<file path="src/rtl/cart_pkg.sv">
// Shared constants and types for the MBC1 cartridge controller.
package cart_pkg;

    // CPU address windows
    localparam logic [15:0] ROM0_LIMIT   = 16'h3FFF;
    localparam logic [15:0] ROMN_BASE    = 16'h4000;
    localparam logic [15:0] ROMN_LIMIT   = 16'h7FFF;
    localparam logic [15:0] EXTRAM_BASE  = 16'hA000;
    localparam logic [15:0] EXTRAM_LIMIT = 16'hBFFF;

    // Register write windows (the RAM-enable window starts at 0000)
    localparam logic [15:0] REG_BANKLO_BASE = 16'h2000;
    localparam logic [15:0] REG_BANKHI_BASE = 16'h4000;
    localparam logic [15:0] REG_MODE_BASE   = 16'h6000;

    localparam int unsigned ROM_BANK_BYTES = 16384;
    localparam int unsigned RAM_BANK_BYTES = 8192;
    localparam int unsigned ROM_OFS_W      = $clog2(ROM_BANK_BYTES);
    localparam int unsigned RAM_OFS_W      = $clog2(RAM_BANK_BYTES);

    typedef enum logic [1:0] {
        RegRamEn,
        RegBankLo,
        RegBankHi,
        RegMode
    } reg_sel_e;

    typedef struct packed {
        logic       ram_en;
        logic [4:0] bank_lo;
        logic [1:0] bank_hi;
        logic       mode;
    } mbc_regs_t;

endpackage

</file>
<file path="src/rtl/cart_mbc1_if.sv">
// CPU-side bus and storage-side outputs of the MBC1 controller.
interface cart_mbc1_if;
    logic [15:0] addr;
    logic [7:0]  data_w;
    logic        write_enable;
    logic        save_ack;
    logic [20:0] rom_addr;
    logic        rom_cs;
    logic [14:0] ram_addr;
    logic        ram_cs;
    logic        ram_we;
    logic        ram_dirty;
    logic [4:0]  bank_lo;

    modport master (
        output addr, data_w, write_enable, save_ack,
        input  rom_addr, rom_cs, ram_addr, ram_cs, ram_we, ram_dirty, bank_lo
    );

    modport slave (
        input  addr, data_w, write_enable, save_ack,
        output rom_addr, rom_cs, ram_addr, ram_cs, ram_we, ram_dirty, bank_lo
    );
endinterface

</file>
<file path="src/rtl/cart_mbc_decode.sv">
// Combinational CPU address window decode for the MBC1 controller.
module cart_mbc_decode
    import cart_pkg::*;
(
    input  logic [15:0] addr,
    output logic        rom0_win,
    output logic        romn_win,
    output logic        ram_win,
    output reg_sel_e    reg_sel
);

    // Window flags and register select; reg_sel is only meaningful inside the ROM window
    always_comb begin
        rom0_win = addr <= ROM0_LIMIT;
        romn_win = (addr >= ROMN_BASE) && (addr <= ROMN_LIMIT);
        ram_win  = (addr >= EXTRAM_BASE) && (addr <= EXTRAM_LIMIT);
        if (addr >= REG_MODE_BASE) begin
            reg_sel = RegMode;
        end else if (addr >= REG_BANKHI_BASE) begin
            reg_sel = RegBankHi;
        end else if (addr >= REG_BANKLO_BASE) begin
            reg_sel = RegBankLo;
        end else begin
            reg_sel = RegRamEn;
        end
    end

endmodule

</file>
<file path="src/rtl/cart_mbc1.sv">
// MBC1 bank controller: bank registers, registered address translation, EXTRAM dirty flag.
// Optional MBC1M (multicart) wiring is selected with `define MBC1_MULTICART_EN.
module cart_mbc1
    import cart_pkg::*;
#(
    parameter int unsigned ROM_BANKS = 64,
    parameter int unsigned RAM_BANKS = 4
) (
    input logic        clk,
    input logic        reset,
    cart_mbc1_if.slave bus
);

    localparam logic [6:0] ROM_MASK = 7'(ROM_BANKS - 1);
    localparam bit         HAS_RAM  = (RAM_BANKS != 0);

    logic      rom0_win, romn_win, ram_win, rom_win;
    reg_sel_e  reg_sel;

    logic      we_q;
    logic      commit;
    mbc_regs_t regs_q, regs_d;
    logic [4:0] bank_lo_wr;

    logic [6:0]  bank_n, bank_0, rom_bank;
    logic [1:0]  ram_bank;
    logic [20:0] rom_addr_d, rom_addr_q;
    logic [14:0] ram_addr_d, ram_addr_q;
    logic        ram_ok;
    logic        rom_cs_q, ram_cs_q, ram_we_q;
    logic        dirty_d, dirty_q;

    cart_mbc_decode u_decode (
        .addr     (bus.addr),
        .rom0_win (rom0_win),
        .romn_win (romn_win),
        .ram_win  (ram_win),
        .reg_sel  (reg_sel)
    );

    assign rom_win = rom0_win || romn_win;
    // Rising edge of the strobe: a held strobe commits once
    assign commit  = bus.write_enable && !we_q;
    assign ram_ok  = ram_win && regs_q.ram_en && HAS_RAM;

`ifdef MBC1_MULTICART_EN
    logic [3:0] unused_data;
    assign unused_data = bus.data_w[7:4];
`else
    logic [2:0] unused_data;
    assign unused_data = bus.data_w[7:5];
`endif

    // Bank-low write value; only an all-zero field maps to 1, so 20h/40h/60h remap naturally
    always_comb begin
`ifdef MBC1_MULTICART_EN
        bank_lo_wr = {1'b0, bus.data_w[3:0]};
`else
        bank_lo_wr = bus.data_w[4:0];
`endif
        if (bank_lo_wr == 5'd0) begin
            bank_lo_wr = 5'd1;
        end
    end

    // Next-state of the bank registers on a committed write into 0000-7FFF
    always_comb begin
        regs_d = regs_q;
        if (commit && rom_win) begin
            unique case (reg_sel)
                RegRamEn:  regs_d.ram_en  = (bus.data_w[3:0] == 4'hA);
                RegBankLo: regs_d.bank_lo = bank_lo_wr;
                RegBankHi: regs_d.bank_hi = bus.data_w[1:0];
                RegMode:   regs_d.mode    = bus.data_w[0];
            endcase
        end
    end

    // Physical address translation from current registers and CPU address
    always_comb begin
`ifdef MBC1_MULTICART_EN
        bank_n = {1'b0, regs_q.bank_hi, regs_q.bank_lo[3:0]};
        bank_0 = {1'b0, regs_q.bank_hi, 4'b0};
`else
        bank_n = {regs_q.bank_hi, regs_q.bank_lo};
        bank_0 = {regs_q.bank_hi, 5'b0};
`endif
        rom_bank   = rom0_win ? (regs_q.mode ? bank_0 : 7'd0) : bank_n;
        rom_bank   = rom_bank & ROM_MASK;
        rom_addr_d = {rom_bank, bus.addr[ROM_OFS_W-1:0]};
        ram_bank   = (RAM_BANKS == 4 && regs_q.mode) ? regs_q.bank_hi : 2'b00;
        ram_addr_d = {ram_bank, bus.addr[RAM_OFS_W-1:0]};
    end

    // Dirty flag: a committed EXTRAM write takes priority over save_ack
    always_comb begin
        dirty_d = dirty_q;
        if (bus.save_ack) begin
            dirty_d = 1'b0;
        end
        if (commit && ram_ok) begin
            dirty_d = 1'b1;
        end
    end

    // Bank registers, strobe history and dirty flag
    always_ff @(posedge clk) begin
        if (reset) begin
            we_q    <= 1'b0;
            regs_q  <= '{ram_en: 1'b0, bank_lo: 5'd1, bank_hi: 2'd0, mode: 1'b0};
            dirty_q <= 1'b0;
        end else begin
            we_q    <= bus.write_enable;
            regs_q  <= regs_d;
            dirty_q <= dirty_d;
        end
    end

    // Registered storage-side address and chip selects; addresses hold outside their window
    always_ff @(posedge clk) begin
        if (reset) begin
            rom_addr_q <= '0;
            ram_addr_q <= '0;
            rom_cs_q   <= 1'b0;
            ram_cs_q   <= 1'b0;
            ram_we_q   <= 1'b0;
        end else begin
            if (rom_win) begin
                rom_addr_q <= rom_addr_d;
            end
            if (ram_win && HAS_RAM) begin
                ram_addr_q <= ram_addr_d;
            end
            rom_cs_q <= rom_win && !bus.write_enable;
            ram_cs_q <= ram_ok;
            ram_we_q <= ram_ok && bus.write_enable;
        end
    end

    assign bus.rom_addr  = rom_addr_q;
    assign bus.rom_cs    = rom_cs_q;
    assign bus.ram_addr  = ram_addr_q;
    assign bus.ram_cs    = ram_cs_q;
    assign bus.ram_we    = ram_we_q;
    assign bus.ram_dirty = dirty_q;
    assign bus.bank_lo   = regs_q.bank_lo;

endmodule

</file>
<file path="src/flat_wrapper.sv">
// flat-port wrapper written by rule: the top's interface ports become plain ports
module cart_mbc1_flat import cart_pkg::*;
#(
    parameter int unsigned ROM_BANKS = 64,
    parameter int unsigned RAM_BANKS = 4
)
  (clk, reset, bus_addr, bus_data_w, bus_write_enable, bus_save_ack, bus_rom_addr, bus_rom_cs, bus_ram_addr, bus_ram_cs, bus_ram_we, bus_ram_dirty, bus_bank_lo);
  cart_mbc1_if bus_i ();
  input logic clk;
  input logic reset;
  input wire logic [$bits(bus_i.addr)-1:0] bus_addr;
  input wire logic [$bits(bus_i.data_w)-1:0] bus_data_w;
  input wire logic [$bits(bus_i.write_enable)-1:0] bus_write_enable;
  input wire logic [$bits(bus_i.save_ack)-1:0] bus_save_ack;
  output wire logic [$bits(bus_i.rom_addr)-1:0] bus_rom_addr;
  output wire logic [$bits(bus_i.rom_cs)-1:0] bus_rom_cs;
  output wire logic [$bits(bus_i.ram_addr)-1:0] bus_ram_addr;
  output wire logic [$bits(bus_i.ram_cs)-1:0] bus_ram_cs;
  output wire logic [$bits(bus_i.ram_we)-1:0] bus_ram_we;
  output wire logic [$bits(bus_i.ram_dirty)-1:0] bus_ram_dirty;
  output wire logic [$bits(bus_i.bank_lo)-1:0] bus_bank_lo;
  assign bus_i.addr = bus_addr;
  assign bus_i.data_w = bus_data_w;
  assign bus_i.write_enable = bus_write_enable;
  assign bus_i.save_ack = bus_save_ack;
  assign bus_rom_addr = bus_i.rom_addr;
  assign bus_rom_cs = bus_i.rom_cs;
  assign bus_ram_addr = bus_i.ram_addr;
  assign bus_ram_cs = bus_i.ram_cs;
  assign bus_ram_we = bus_i.ram_we;
  assign bus_ram_dirty = bus_i.ram_dirty;
  assign bus_bank_lo = bus_i.bank_lo;
  cart_mbc1 #(.ROM_BANKS(ROM_BANKS), .RAM_BANKS(RAM_BANKS)) u_core (.clk(clk), .reset(reset), .bus(bus_i));
endmodule
</file>
<file path="config.mk">
export PLATFORM = sky130hd
export DESIGN_NAME = cart_mbc1_flat
export DESIGN_NICKNAME = d
export VERILOG_FILES = /design/src/rtl/cart_pkg.sv /design/src/rtl/cart_mbc1_if.sv /design/src/rtl/cart_mbc_decode.sv /design/src/rtl/cart_mbc1.sv /design/src/flat_wrapper.sv
export SDC_FILE = /design/constraint.sdc
export NUM_CORES = 1
export LEC_CHECK = 0
export ABC_AREA = 1
export CORE_MARGIN = 1.5
export CORE_UTILIZATION = 35
export DETAILED_ROUTE_END_ITERATION = 6
export HOLD_SLACK_MARGIN = 0.08
export PLACE_DENSITY = 0.66
export SLEW_MARGIN = 20
export SYNTH_ARGS = -nofsm -noshare
export SYNTH_HDL_FRONTEND = slang
export SYNTH_SLANG_ARGS = --single-unit
</file>
<file path="constraint.sdc">
create_clock -name clk -period 1.2 [get_ports clk]
set_input_delay 0.24 -clock clk [delete_from_list [all_inputs] [get_ports clk]]
set_output_delay 0.24 -clock clk [all_outputs]
set_load 0.05 [all_outputs]
</file>
== After elaboration in Yosys (flattened, before gate mapping) ==
Cells that the tools add are included.

* Equal/unequal tests: 4
* Reduce and logical (&&, ||, !) cells: 18
* Magnitude comparators: 7
* Multiplexer cells: 9

{| class="wikitable"
|+ Operators with widths
! cell !! number
|-
| $ge 16x15->1 const B || 2
|-
| $ge 16x14->1 const B || 1
|-
| $ge 16x16->1 const B || 1
|-
| $le 16x14->1 const B || 1
|-
| $le 16x15->1 const B || 1
|-
| $le 16x16->1 const B || 1
|-
| $mux 6 || 2
|-
| $logic_and 1x1->1 || 8
|-
| $reduce_and 2->1 || 4
|-
| $mux 2 || 3
|-
| $logic_not 5->1 || 1
|-
| $mux 5 || 1
|-
| $eq 2x2->1 const B || 2
|-
| $eq 4x4->1 const B || 1
|-
| $mux 1 || 3
|-
| $eq 2x1->1 const B || 1
|-
| $logic_not 1->1 || 2
|-
| $logic_not 2->1 || 1
|-
| $reduce_bool 2->1 || 1
|-
| $logic_or 1x1->1 || 1
|}

* Register bits after elaboration: 49

== Depth between registers and ports, before layout ==
* Word-level depth: 6
* Gate-level depth with buffers: 8
* Gate-level depth less buffers: 6

== Hierarchy ==
From an unflattened synthesis, not the netlist that was laid out.

* Cell total of the unflattened synthesis: 259
* Area total of the unflattened synthesis: 1955.6 um^2

{| class="wikitable"
|+ By module, submodules not included
! module !! area each (um^2) !! sequential area each (um^2) !! times used !! cells an instance
|-
| cart_mbc1 || 1926.8 || 980.9 || 1 || 252
|-
| cart_mbc_decode || 28.8 || 0.0 || 1 || 7
|}

== Worst setup path after synthesis ==
Ideal clock, no wire load.

* Kind: register -> register
* From: reg, netlist name u_core.bus.rom_addr[14]
* To: reg u_core.rom_addr_q[14] (netlist: u_core.bus.rom_addr[14])
* Slack: 0.258 ns
* Arrival time: 0.864 ns
* Stages on the path, launching flop included: 3
* Library setup time: 0.078 ns
* Path buffers: 0
* Cell sequence: dfxtp_1 > nor2_1 > nor3_1

{| class="wikitable"
|+ RTL lines
! item !! RTL line !! source
|-
| end signal: assignment || cart_mbc1.sv:129 || <nowiki>rom_addr_q <= rom_addr_d;</nowiki>
|-
| end: declaration || cart_mbc1.sv:27 || <nowiki>logic [20:0] rom_addr_d, rom_addr_q;</nowiki>
|}

== Worst setup path in the final report ==
* From: in bus_addr[14]
* To: reg u_core.dirty_q (netlist: u_core.bus.ram_dirty)

* Word-level cells in the longest chain between the ends: 5
* Elaborated cells on any way between the ends: 7
* Those cells by class: order compare: 2; mux: 1; reduce/logical: 4

{| class="wikitable"
|+ Ends and longest elaborated chain
! item !! RTL line !! source
|-
| start: declaration || flat_wrapper.sv:11 || <nowiki>input wire logic [$bits(bus_i.addr)-1:0] bus_addr;</nowiki>
|-
| $ge 16x16->1 / $le 16x16->1 (equally long branches) || cart_mbc_decode.sv:16 || <nowiki>ram_win = (addr >= EXTRAM_BASE) && (addr <= EXTRAM_LIMIT);</nowiki>
|-
| $logic_and 1x1->1 (*) || cart_mbc_decode.sv:16 ||
|-
| $logic_and 1x1->1 (*) || cart_mbc1.sv:44 || <nowiki>assign ram_ok = ram_win && regs_q.ram_en && HAS_RAM;</nowiki>
|-
| $logic_and 1x1->1 (*) || cart_mbc1.sv:101 || <nowiki>if (commit && ram_ok) begin</nowiki>
|-
| $mux 1 / $reduce_bool 2->1 (equally long branches) || -- ||
|-
| end signal: assignment || cart_mbc1.sv:115 || <nowiki>dirty_q <= dirty_d;</nowiki>
|-
| end: declaration || cart_mbc1.sv:31 || <nowiki>logic dirty_d, dirty_q;</nowiki>
|}

Every way passes the cells marked *; elsewhere a longest branch is shown, timed or not.
A chain may end at the register's enable or synchronous reset.

==> run summary <==
Status: finished, final reports clean
Max-cap viol count: 0
Root Buffer: clkbuf_8
RSZ-0062 raised after global routing: no
GRT overflow: 0
IO Pins: 73
Reg clk slew, reported paths: 0.09 ns
Fin. max-slew vios: 0
Port-buffer cells: 68
DIE AREA: 6033 sq um
Detailed placement HPWL: 3643 um
Leakage power: 1.386 nW
Commonest non-fill, non-tap cell in the layout: nor2_1
Top Layer Used: met4
NumNets Final: 352
Pre-CTS setup slack: -0.4315 ns
Register bit count reported by yosys: 49
Syn nets: 277
Initial DRT Pass Iterations: 4
H-tree level count: 2
Final Hold Vio Count: 0
Post-synthesis instance total: 249
Total Power: 3.602 mW
Layout cell share with drive strength beyond 1: 0.2738
Max IR drop VDD: 0.5740 mV
Post-synth top flop: dfxtp_1
Number of vias in the routed layout: 1820
Dpl cells: 388
CTS buffer count: 5
Synthesized area per cell: 7.839 sq um
Met3 wire len: 294 um
Wire length per cell: 12.21 um
DRT iter0 DRCs: 42
Post-synth EDFFs: 0
Ys async rst share: 0
Largest net degree at the start of global routing: 28
Clock sink count: 49
Worst-path maximum fanout: 17
Total track usage: 0.1629
Worst hold-check path type: in -> reg
Syn Std Cell Area: 1952 sq um
Initial antenna violation count: 0
Max frequency: 871.4 MHz
Drc violations: 0
Clk_lat worst skew: 0.30 ns
Routed length on met2: 2436 um
Crit. End Element: flop
Max Clock Skew: 0.004075 ns
GP Congestion: 0.8964
Final worst path period share: 0.9563
Yosys Warn Count: 0
Antenna Nets Post-Route: 0
Vias/cell: 4.584
Die extent in y: 77.68 um
Power per cell area: 1089 nW/um^2
Core ar.: 5439 sq um
Most frequent cells in the layout: nor2_1, nand2_1, dfxtp_1
CP Launch Type: input pin
N_diodes: 0
Kind of critical path: in -> reg
Setup violators final: 0
DRT Wirelength: 4849 um
CTS tree: done
Synth top area share: 0.5026
Row count: 27
Vias in the first global route: 1681
Final WS setup: 0.05244 ns
Final cell count without fillers: 397
Min Tclk post-route: 1.148 ns
Largest cells by area after synthesis: dfxtp_1, nor2_1, nand2_1
First-pass GRT wire length: 7734 um
P&R area growth vs syn: 69.49%
CP Data Arrival Time: 1.40 ns
Initial core utilization: 0.3589
Sequential cell area fraction in the yosys report: 0.5026
WP data required: 1.45 ns
CTS max path bufs: 2
Yosys cell types: 25
Leading area contributor after synthesis: dfxtp_1
Met1 WL: 2054 um
Die width: 77.68 um
metal layers:
metal  global-route usage  up-vias
li1                     -      935
met5                    0        -
met2               0.2861       63
met1               0.1930      816
met4              0.05455        0
met3              0.03882        6
through the flow:
stage               cell area [sq um]  hold WS, ns    util  setup TNS [ns]
floorplan                        1952       0.3168       -               0
global placement                 3198       0.4679  0.5880          -10.83
detailed placement               3198       0.4864  0.5880          -12.87
CTS                              3293       0.4954  0.6055               0
global route                     3308       0.2401  0.6082               0
finish                           3308       0.2088  0.6082               0
worst paths after layout:
kind / startpoint / end / slack [ns] / depth (start not counted)
setup / recovery: bus_addr[14] / u_core.bus.ram_dirty / 0.05 / 7
hold / removal: bus_write_enable / u_core.bus.rom_cs / 0.21 / 2
setup reg to reg: u_core.we_q / u_core.bank_0[6] / 0.21 / 6
hold reg to reg: u_core.bus.rom_addr[12] / u_core.bus.rom_addr[12] / 0.50 / 2
power by group:
| part | switching [mW] | internal (mW) | leakage (nW) |
|---|---|---|---|
| logic | 0.434 | 0.399 | 0.934 |
| clock network | 0.537 | 0.467 | 0.0512 |
| registers | 0.0715 | 1.69 | 0.401 |
synthesized netlist by cell type (2+ instances only):
cell,instances
inv_2,3
buf_6,4
nand4_1,4
nor2_4,2
clkbuf_1,2
a21oi_1,9
nor3_1,4
dfxtp_1,49
o21ai_0,13
inv_1,10
buf_4,6
buf_2,5
nor2_1,54
a21oi_2,8
nand3_1,16
nand2_1,51
sequential cells by signal (all words and copies together), names as in the netlist:
name                  flops
u_core.regs_q             2
u_core.bus.ram_dirty      1
u_core.bus.bank_lo        5
u_core.bank_0             2
u_core.bus.rom_cs         1
u_core.bus.rom_addr      20
u_core.bus.ram_we         1
u_core.we_q               1
u_core.bus.ram_cs         1
u_core.bus.ram_addr      15
cells by family after synthesis:
group                  after synthesis  share of synthesized area
flip-flops                          49                     0.5026
AND/OR/NAND/NOR                    137                     0.3083
AO/OA/AOI/OAI                       31                    0.09615
other                                1                   0.001921
buffers and inverters               31                    0.09103
worst max-delay path: stages:
cell and delay (ns):
clkdlybuf4s50_1 0.50, inv_2 0.12, nand3_4 0.10, buf_12 0.18, nor3_2 0.13, nand2_1 0.07, nand2_1 0.06
area by class of cell:
type                       instances  area, sq um
fill                             467         2131
timing repair buffer              85         1290
sequential                        49        980.9
multi-input combinational        169        795.8
tap                               72        90.09
clock buffer                       6        82.58
inverter                          14        55.05
clock inverter                     2        13.76
timing repair:
action | CTS | global route
resized for setup | 1 | 3
hold buffers | 0 | 0
pin swaps | 0 | 1
buffers inserted | 0 | 1
setup endpoints to repair | 9 | 8
Power figures use the tool's default switching activity.
